`config.mk`:
```
export PLATFORM = sky130hd
export DESIGN_NAME = reg_file_sb_flat
export DESIGN_NICKNAME = d
export VERILOG_FILES = /design/src/rtl/reg_file_pkg.sv /design/src/rtl/reg_file_sb_if.sv /design/src/rtl/reg_file_sb_scoreboard.sv /design/src/rtl/reg_file_sb.sv /design/src/flat_wrapper.sv
export SDC_FILE = /design/constraint.sdc
export NUM_CORES = 2
export LEC_CHECK = 0
export CAP_MARGIN = 15
export CORE_ASPECT_RATIO = 2
export CORE_MARGIN = 4
export CORE_UTILIZATION = 65
export DETAILED_ROUTE_END_ITERATION = 10
export PLACE_DENSITY_LB_ADDON = 0.1
export SYNTH_ARGS = -nofsm -noshare
export SYNTH_HDL_FRONTEND = slang
export SYNTH_HIERARCHICAL = 1
export SYNTH_SLANG_ARGS = --single-unit
```
`constraint.sdc`:
```
create_clock -name clock -period 9.6 [get_ports clock]
set_input_delay 1.92 -clock clock [delete_from_list [all_inputs] [get_ports clock]]
set_output_delay 1.92 -clock clock [all_outputs]
set_load 0.01 [all_outputs]
```
`src/rtl/reg_file_pkg.sv`:
```
// Shared constants and helpers for the parametrised register file and its
// pending-write scoreboard.
package reg_file_pkg;
  localparam int XLEN     = 32;
  localparam int NREGS    = 32;
  localparam int ZERO_REG = 0;

  function automatic int addr_width(input int depth);
    return (depth > 1) ? $clog2(depth) : 1;
  endfunction
endpackage

```
`src/rtl/reg_file_sb_if.sv`:
```
// Read/writeback/issue bus between the pipeline core and reg_file_sb.
interface reg_file_sb_if
  import reg_file_pkg::*;
#(
  parameter int WIDTH  = XLEN,
  parameter int DEPTH  = NREGS,
  parameter int NUM_RD = 2
) ();
  localparam int ADDR_W = addr_width(DEPTH);

  logic [NUM_RD*ADDR_W-1:0] rd_sel;
  logic [NUM_RD*WIDTH-1:0]  rd_data;
  logic [NUM_RD-1:0]        rd_busy;
  logic                     wr_en;
  logic [ADDR_W-1:0]        wr_reg;
  logic [WIDTH-1:0]         wr_data;
  logic                     issue_en;
  logic [ADDR_W-1:0]        issue_reg;
  logic                     flush;
  logic [ADDR_W:0]          busy_count;

  modport master (
    output rd_sel, wr_en, wr_reg, wr_data, issue_en, issue_reg, flush,
    input  rd_data, rd_busy, busy_count
  );

  modport slave (
    input  rd_sel, wr_en, wr_reg, wr_data, issue_en, issue_reg, flush,
    output rd_data, rd_busy, busy_count
  );
endinterface

```
`src/rtl/reg_file_sb_scoreboard.sv`:
```
// Pending-write scoreboard: busy vector with issue/writeback/flush precedence
// and a registered popcount of the pending registers.
module reg_scoreboard
  import reg_file_pkg::*;
#(
  parameter int DEPTH  = NREGS,
  parameter int ADDR_W = addr_width(DEPTH)
) (
  input  logic              clock,
  input  logic              reset_n,
  input  logic              wr_en,
  input  logic [ADDR_W-1:0] wr_reg,
  input  logic              issue_en,
  input  logic [ADDR_W-1:0] issue_reg,
  input  logic              flush,
  output logic [DEPTH-1:0]  busy_vec,
  output logic [ADDR_W:0]   busy_count
);
  logic [DEPTH-1:0] busy_nxt;
  logic [ADDR_W:0]  count_nxt;

  // Writeback releases first so a same-edge issue re-claims the register.
  always_comb begin
    busy_nxt = busy_vec;
    if (wr_en && (wr_reg != ADDR_W'(ZERO_REG))) busy_nxt[wr_reg] = 1'b0;
    if (flush)
      busy_nxt = '0;
    else if (issue_en && (issue_reg != ADDR_W'(ZERO_REG)))
      busy_nxt[issue_reg] = 1'b1;
    busy_nxt[ZERO_REG] = 1'b0;
  end

  always_comb begin
    count_nxt = '0;
    for (int i = 0; i < DEPTH; i++)
      count_nxt = count_nxt + (ADDR_W + 1)'(busy_nxt[i]);
  end

  always_ff @(posedge clock or negedge reset_n) begin
    if (!reset_n) begin
      busy_vec   <= '0;
      busy_count <= '0;
    end else begin
      busy_vec   <= busy_nxt;
      busy_count <= count_nxt;
    end
  end
endmodule

```
`src/rtl/reg_file_sb.sv`:
```
// Parametrised register file with bypassed combinational read ports,
// hardwired-zero register 0 and a pending-write scoreboard.
module reg_file_sb
  import reg_file_pkg::*;
#(
  parameter int WIDTH  = XLEN,
  parameter int DEPTH  = NREGS,
  parameter int NUM_RD = 2
) (
  input  logic         clock,
  input  logic         reset_n,
  reg_file_sb_if.slave bus
);
  localparam int ADDR_W = addr_width(DEPTH);

  logic [WIDTH-1:0] mem [DEPTH];
  logic [DEPTH-1:0] busy_vec;
  logic             wr_ok;
  logic             issue_ok;

  assign wr_ok    = bus.wr_en && (bus.wr_reg != ADDR_W'(ZERO_REG));
  assign issue_ok = bus.issue_en && (bus.issue_reg != ADDR_W'(ZERO_REG));

  // Entry 0 is never written, so it holds its reset value of zero.
  always_ff @(posedge clock or negedge reset_n) begin
    if (!reset_n) begin
      for (int i = 0; i < DEPTH; i++) mem[i] <= '0;
    end else if (wr_ok) begin
      mem[bus.wr_reg] <= bus.wr_data;
    end
  end

  reg_scoreboard #(
    .DEPTH (DEPTH),
    .ADDR_W(ADDR_W)
  ) u_scoreboard (
    .clock     (clock),
    .reset_n   (reset_n),
    .wr_en     (bus.wr_en),
    .wr_reg    (bus.wr_reg),
    .issue_en  (bus.issue_en),
    .issue_reg (bus.issue_reg),
    .flush     (bus.flush),
    .busy_vec  (busy_vec),
    .busy_count(bus.busy_count)
  );

  for (genvar g = 0; g < NUM_RD; g++) begin : g_rd
    logic [ADDR_W-1:0] sel;
    logic              hit;
    logic              claim;

    assign sel   = bus.rd_sel[g*ADDR_W +: ADDR_W];
    assign hit   = wr_ok && (bus.wr_reg == sel);
    assign claim = issue_ok && (bus.issue_reg == sel);

    assign bus.rd_data[g*WIDTH +: WIDTH] = hit ? bus.wr_data : mem[sel];
    assign bus.rd_busy[g] = claim | (~hit & busy_vec[sel]);
  end
endmodule

```
`src/flat_wrapper.sv`:
```
// flat-port wrapper written by rule: the top's interface ports become plain ports
module reg_file_sb_flat import reg_file_pkg::*;
#(
  parameter int WIDTH  = XLEN,
  parameter int DEPTH  = NREGS,
  parameter int NUM_RD = 2
)
  (clock, reset_n, bus_rd_sel, bus_wr_en, bus_wr_reg, bus_wr_data, bus_issue_en, bus_issue_reg, bus_flush, bus_rd_data, bus_rd_busy, bus_busy_count);
  reg_file_sb_if #(.WIDTH(WIDTH), .DEPTH(DEPTH), .NUM_RD(NUM_RD)) bus_i ();
  input  logic clock;
  input  logic reset_n;
  input wire logic [$bits(bus_i.rd_sel)-1:0] bus_rd_sel;
  input wire logic [$bits(bus_i.wr_en)-1:0] bus_wr_en;
  input wire logic [$bits(bus_i.wr_reg)-1:0] bus_wr_reg;
  input wire logic [$bits(bus_i.wr_data)-1:0] bus_wr_data;
  input wire logic [$bits(bus_i.issue_en)-1:0] bus_issue_en;
  input wire logic [$bits(bus_i.issue_reg)-1:0] bus_issue_reg;
  input wire logic [$bits(bus_i.flush)-1:0] bus_flush;
  output wire logic [$bits(bus_i.rd_data)-1:0] bus_rd_data;
  output wire logic [$bits(bus_i.rd_busy)-1:0] bus_rd_busy;
  output wire logic [$bits(bus_i.busy_count)-1:0] bus_busy_count;
  assign bus_i.rd_sel = bus_rd_sel;
  assign bus_i.wr_en = bus_wr_en;
  assign bus_i.wr_reg = bus_wr_reg;
  assign bus_i.wr_data = bus_wr_data;
  assign bus_i.issue_en = bus_issue_en;
  assign bus_i.issue_reg = bus_issue_reg;
  assign bus_i.flush = bus_flush;
  assign bus_rd_data = bus_i.rd_data;
  assign bus_rd_busy = bus_i.rd_busy;
  assign bus_busy_count = bus_i.busy_count;
  reg_file_sb #(.WIDTH(WIDTH), .DEPTH(DEPTH), .NUM_RD(NUM_RD)) u_core (.clock(clock), .reset_n(reset_n), .bus(bus_i));
endmodule
```
Yosys cells after proc, flatten, opt, wreduce, memory -nomap -nowiden
Index checks and enable logic that the tools add are counted.

Register bits: 1061. Bits of input ports: 57. Output and inout bits: 72. Logic and storage cells: 123.

Add/sub/neg operators: 30. $lt $le $gt $ge: 10. Equal/unequal tests: 4. Multiplexer cells: 22. Bitwise operators: 12. Reduce and logical (&&, ||, !) cells: 11.

Operators with widths (count): 1024-bit bitwise mux (1); 32-bit binary-select mux with 5-bit select (2); 32-bit two-way mux (10); 32-bit demux with 5-bit select (1); 6-bit by 1-bit adder with 6-bit output (25); 32-bit bitwise AND (1); 32-bit inverter (1); 32-bit bitwise OR (1); 5-bit by 6-bit less-than comparator with 1-bit output (second input constant) (4); 5-bit equality test (4); 6-bit greater-or-equal comparator (second input constant) (3); 5-bit inverter with 6-bit output (3); 1-bit binary-select mux with 5-bit select (2); 1-bit demux with 5-bit select (2); 5-bit by 1-bit greater-or-equal comparator with 1-bit output (second input constant) (2); 5-bit nonzero test (2); 1-bit logical AND (9); 5-bit by 1-bit adder with 6-bit output (1); 6-bit by 1-bit less-than comparator with 1-bit output (second input constant) (1); 4-bit by 1-bit adder with 5-bit output (1); 3-bit by 1-bit adder with 4-bit output (1); 1-bit two-way mux (4); 2-bit by 1-bit adder with 3-bit output (1); 1-bit by 1-bit adder with 2-bit output (1); other kinds (3) (6).

Depth between registers and ports, before layout
Depth after elaboration: 40. Gate-level depth with buffers: 20. Mapped depth without buffers: 19.

Cells and area by module
Netlist, hierarchy kept.

Modules (own cells, without submodules): reg_file_sb (times used 1, cells an instance 3693, area each 55384.4 um^2, seq. area each 25624.6 um^2); reg_scoreboard (times used 1, cells an instance 250, area each 2534.9 um^2, seq. area each 925.9 um^2).

Worst setup path after synthesis
OpenSTA, ideal clock, no wires.

Path type: in2reg. Start point: input port bus_wr_reg[1]. End point: register u_core.u_scoreboard.busy_count[4]. Setup time: 0.080 ns. Arrival: 6.778 ns. Data required time: 9.520 ns. Path slack: 2.742 ns. Stages: 18. Path buffers: 0. Cell sequence: or3b_4 > o21ai_0 > o21ai_0 > fa_1 > inv_1 > fa_1 > inv_1 > fa_1 > inv_1 > fa_1 > fa_1 > fa_1 > fa_1 > inv_1 > fa_1 > a21o_1 > a21oi_1 > xnor2_1.

Elaborated cells on any way between the ends: 43. Classes of those cells: 30 x add/sub; 2 x order compare; 5 x mux; 3 x bitwise; 3 x reduce/logical.

RTL lines: start, declared (line flat_wrapper.sv:14) `input wire logic [$bits(bus_i.wr_reg)-1:0] bus_wr_reg;`; 5-bit by 6-bit less-than comparator with 1-bit output (not written as such) / 5-bit by 1-bit greater-or-equal comparator with 1-bit output (equally long branches) (line reg_file_sb_scoreboard.sv:25) `if (wr_en && (wr_reg != ADDR_W'(ZERO_REG))) busy_nxt[wr_reg] = 1'b0;`; 1-bit logical AND (not written as such) (line reg_file_sb_scoreboard.sv:25); 1-bit two-way mux (not written as such) (line reg_file_sb_scoreboard.sv:25); 1-bit demux with 5-bit select (line reg_file_sb_scoreboard.sv:25); 32-bit inverter (no line); 32-bit bitwise AND (no line); 32-bit two-way mux (*) (line reg_file_sb_scoreboard.sv:25); 32-bit bitwise OR (no line); 32-bit two-way mux (*) (line reg_file_sb_scoreboard.sv:28) `else if (issue_en && (issue_reg != ADDR_W'(ZERO_REG)))`; 32-bit two-way mux (*) (line reg_file_sb_scoreboard.sv:26) `if (flush)`; via u_core.u_scoreboard.busy_nxt[28] (line reg_file_sb_scoreboard.sv:19) `logic [DEPTH-1:0] busy_nxt;`; 6-bit by 1-bit adder with 6-bit output (*) (4 in a row) (line reg_file_sb_scoreboard.sv:36) `count_nxt = count_nxt + (ADDR_W + 1)'(busy_nxt[i]);`; via u_core.u_scoreboard.count_nxt[4] (line reg_file_sb_scoreboard.sv:20) `logic [ADDR_W:0] count_nxt;`; end signal, assigned (line reg_file_sb_scoreboard.sv:45) `busy_count <= count_nxt;`; end, declared (line reg_file_sb_scoreboard.sv:17) `output logic [ADDR_W:0] busy_count`.

The timed path passes the listed nets; every way through them passes the cells marked *. A chain may end at the register's enable or synchronous reset.

Final worst setup path
Start point: input port bus_wr_reg[2]. End point: output port bus_rd_data[25].

Cells in the longest elaborated chain, start to end: 4. Elaborated cells on any way between the ends: 5. Classes of those cells: 1 x eq/ne; 1 x mux; 3 x reduce/logical.

RTL lines: 5-bit nonzero test (line reg_file_sb.sv:21) `assign wr_ok = bus.wr_en && (bus.wr_reg != ADDR_W'(ZERO_REG));`; 1-bit logical AND (line reg_file_sb.sv:21); 1-bit logical AND (*) (line reg_file_sb.sv:54) `assign hit = wr_ok && (bus.wr_reg == sel);`; 32-bit two-way mux (*) (line reg_file_sb.sv:57) `assign bus.rd_data[g*WIDTH +: WIDTH] = hit ? bus.wr_data : mem[sel];`; end, declared (line flat_wrapper.sv:19) `output wire logic [$bits(bus_i.rd_data)-1:0] bus_rd_data;`.

Mark *: on every way between the ends. The rest lies on a longest branch, timed or not.

==> summary.md <==
| Metric | Value |
|---|---|
| Chip width | 219 um |
| Post-CTS Hold Fix Bufs | 0 |
| Post-CTS setup buffers | 0 |
| Placed Instances | 4893 |
| Top-area cell type share of the netlist area | 45.8% |
| Min cycle time layout | 7.64 ns |
| Vias in the first global route | 41700 |
| Area delta synth->final | 8.32% |
| Cell area power density | 202 mW/mm^2 |
| Ys flop type | dfrtp_1 |
| Largest net degree at the start of global routing | 176 |
| Syn avg cell area | 14.7 sq um |
| Clk slew on worst S/H paths | 0.06 ns |
| Number of buffers inserted during clock tree synthesis | 95 |
| Core Area | 0.0882 sq mm |
| CTS tree | yes |
| Lkg Pwr | 26.9 nW |
| Vias after detailed routing | 38200 |
| Worst hold path type | flop to flop |
| Slew Viols, Final | 0 |
| CP endpoint kind | output pin |
| Total GRT Usage | 39.8% |
| Layout Skew | 0.0185 ns |
| Endpoints failing hold | 0 |
| Worst Max-Slew Pin Slew | 1.31 ns |
| Max FO, Critical Path | 51 |
| Antenna violations before repair | 6 |
| Filler cell count | 5946 |
| Synth unique cells | 63 |
| Final wirelength | 185000 um |
| MaxCap Viol Count | 0 |
| Worst path cell trace | clkdlybuf4s50_1 > xor2_1 > nor3_1 > and4_4 > buf_4 > nor3_1 > a22o_1 > clkdlybuf4s50_1 |
| Port buffer count | 128 |
| Critical Path Max Stage Delay | 0.99 ns |
| Register area share after synthesis | 45.8% |
| Initial Util | 65.6% |
| CTS root buf | clkbuf_16 |
| Height of the die | 430 um |
| Total number of yosys warnings | 6 |
| First-pass GRT wire length | 271000 um |
| Slowest CP cell | clkdlybuf4s50_1 |
| CTS resizes | 0 |
| GR Util met2 | 63.6% |
| Setup_tns | 0 ns |
| Via density | 7.53 |
| Grt ovf | 0 |
| Number of flops mapped to enable cells by yosys | 0 |
| Setup violators final | 0 |
| Peak supply drop | 179 uV |
| WP data arrival | 5.72 ns |
| Cell taking the most area after synthesis | dfrtp_1 |
| Die area | 0.0942 sq mm |
| Grt met1 use | 48.7% |
| CTS H-tree depth | 3 |
| WL per Instance | 36.5 um |
| Longest Clk Path Bufs | 3 |
| Fmax | 0.131 GHz |
| Layout cells sized above 1 | 47.0% |
| Gpl congestion | 0.888 |
| Result of the run | completed |
| Synth top area cells | dfrtp_1 (46%), mux2_2 (20%), mux4_2 (18%) |
| Gr busiest metal | met2 |
| Sinks on Clock Net | 1061 |
| Mapped Area | 0.0579 sq mm |
| Routed Antenna Nets | 0 |
| Worst skew pair latency | 0.71 ns |
| DP HPWL | 103000 um |
| Placement row count | 154 |
| Unrepaired setup endpoints after global routing | false |
| 1st-pass router iterations | 5 |
| Synthesized Nets | 4030 |
| IO Pins | 129 |
| Seq cells post-synth | 1061 |
| Async SR Flop Fraction | 100% |
| Syn Inst Count | 3943 |
| GR Util met3 | 8.75% |
| Final std cells w/o fill | 5072 |
| Critical Path RT | 7.68 ns |
| Post-layout net count | 3908 |
| Period Utilization, post-route | 79.6% |
| Startpoint class of the critical path | input port |
| DRC viols | 0 |
| Starting DRT DRC Count | 3803 |
| Crit Path Category | input port to output pin |
| Slew HR | 12.1% |
area by class of cell:
type / count / area [sq um] / area share (%)
Multi-Input combinational cell: 2410 / 29100 / 46.4
Tap cell: 1170 / 1460 / 2.33
Sequential cell: 1061 / 26600 / 42.3
Antenna cell: 3 / 7.51 / 0.0120
Timing Repair Buffer: 222 / 2130 / 3.40
Inverter: 31 / 116 / 0.185
Clock buffer: 138 / 2830 / 4.52
Clock inverter: 37 / 510 / 0.814
registers in the layout, indices dropped and copies added (netlist names):
name,flops
u_core/mem,1024
u_core/u_scoreboard/busy_count,6
u_core/u_scoreboard/busy_vec,31
cells in the final DEF (no fill, tap or decap), types with 32 or more instances in the layout:
cell	instances
a211o_1	32
mux2i_1	98
nand3_1	39
o21ai_0	53
mux2_2	1038
a211oi_1	32
nor3_1	33
buf_4	86
clkdlybuf4s50_1	117
o22ai_1	160
nand2b_1	32
nand2_1	39
mux4_2	468
o21ai_1	37
o211ai_1	62
dfrtp_1	1061
clkbuf_16	98
power breakdown:
part | internal [mW] | switching, mW | total, mW
clock | 2.35 | 1.78 | 4.14
sequential | 5.29 | 0.608 | 5.90
combinational | 1.57 | 1.07 | 2.64
cell families after synthesis:
kind of cell    count (synthesis)  share of synthesized area (%)
simple gates                  263                           2.52
xor+xnor                       23                          0.348
mux                          1621                           40.4
compound gates                472                           5.63
fa+ha+maj                      30                          0.946
other cells                     1                        0.00647
buf+inv                       472                           4.27
flops                        1061                           45.8
worst paths after layout:
| kind | startpoint | slack (ns) | cells after the start | end |
|---|---|---|---|---|
| max in group asynchronous | reset_n | 6.27 | 3 | u_core/mem[971] |
| min in group asynchronous | reset_n | 1.23 | 1 | u_core/mem[918] |
| setup reg to reg | u_core/u_scoreboard/busy_vec[26] | 4.34 | 18 | u_core/u_scoreboard/busy_count[4] |
| setup / recovery | bus_wr_reg[2] | 1.96 | 8 | bus_rd_data[25] |
| hold reg to reg | u_core/mem[992] | 0.40 | 0 | u_core/mem[992] |
| hold / removal | u_core/mem[992] | 0.40 | 0 | u_core/mem[992] |
per-stage QoR:
| step | util, % | setup slack [ns] | instance area, sq um | hold slack [ns] | power (mW) |
|---|---|---|---|---|---|
| after detailed placement | 67.3 | 1.48 | 59400 | 0.384 | 8.59 |
| after global placement | 67.3 | 1.51 | 59400 | 0.376 | 8.33 |
| after CTS | 71.1 | 2.05 | 62700 | 0.398 | 12.7 |
| after floorplan | - | 2.74 | 57900 | 0.441 | 7.73 |
| final | 71.1 | 1.96 | 62700 | 0.400 | 12.7 |
| after global routing | 71.1 | 1.84 | 62700 | 0.412 | 13.2 |
worst max-delay path: cells and delay by family:
family	cells	cell delay [ns]
AOI/OAI and AO/OA	1	0.21
and+or+nand+nor	3	1.40
buffers and inverters	3	1.95
xor gates and xnor gates	1	0.17
per-layer routing:
metal	vias to the layer above	part of all wire, %	routed length (um)
met5	-	0.015	27
met4	4	8.5	15700
met3	816	9.4	17400
met2	2269	48	89600
met1	20200	34	62700
li1	14900	-	-
cells in the mapped netlist (all sizes together) (3+ instances only):
library cell,instances
o21a,16
o22ai,160
mux4,468
nand2,56
inv,31
mux2i,98
o211ai,62
mux2,1055
nor2b,29
nor2,23
a211oi,32
a221oi,30
a22o,31
nand2b,32
nor3,34
xnor2,9
buf,242
o21ai,94
clkbuf,199
and2b,3
nand3b,19
xor2,14
a21oi,4
ha,7
o31ai,4
dfrtp,1061
a211o,32
fa,23
or3b,8
nand3,42
nor3b,5
(Power assumes the default switching activity.)
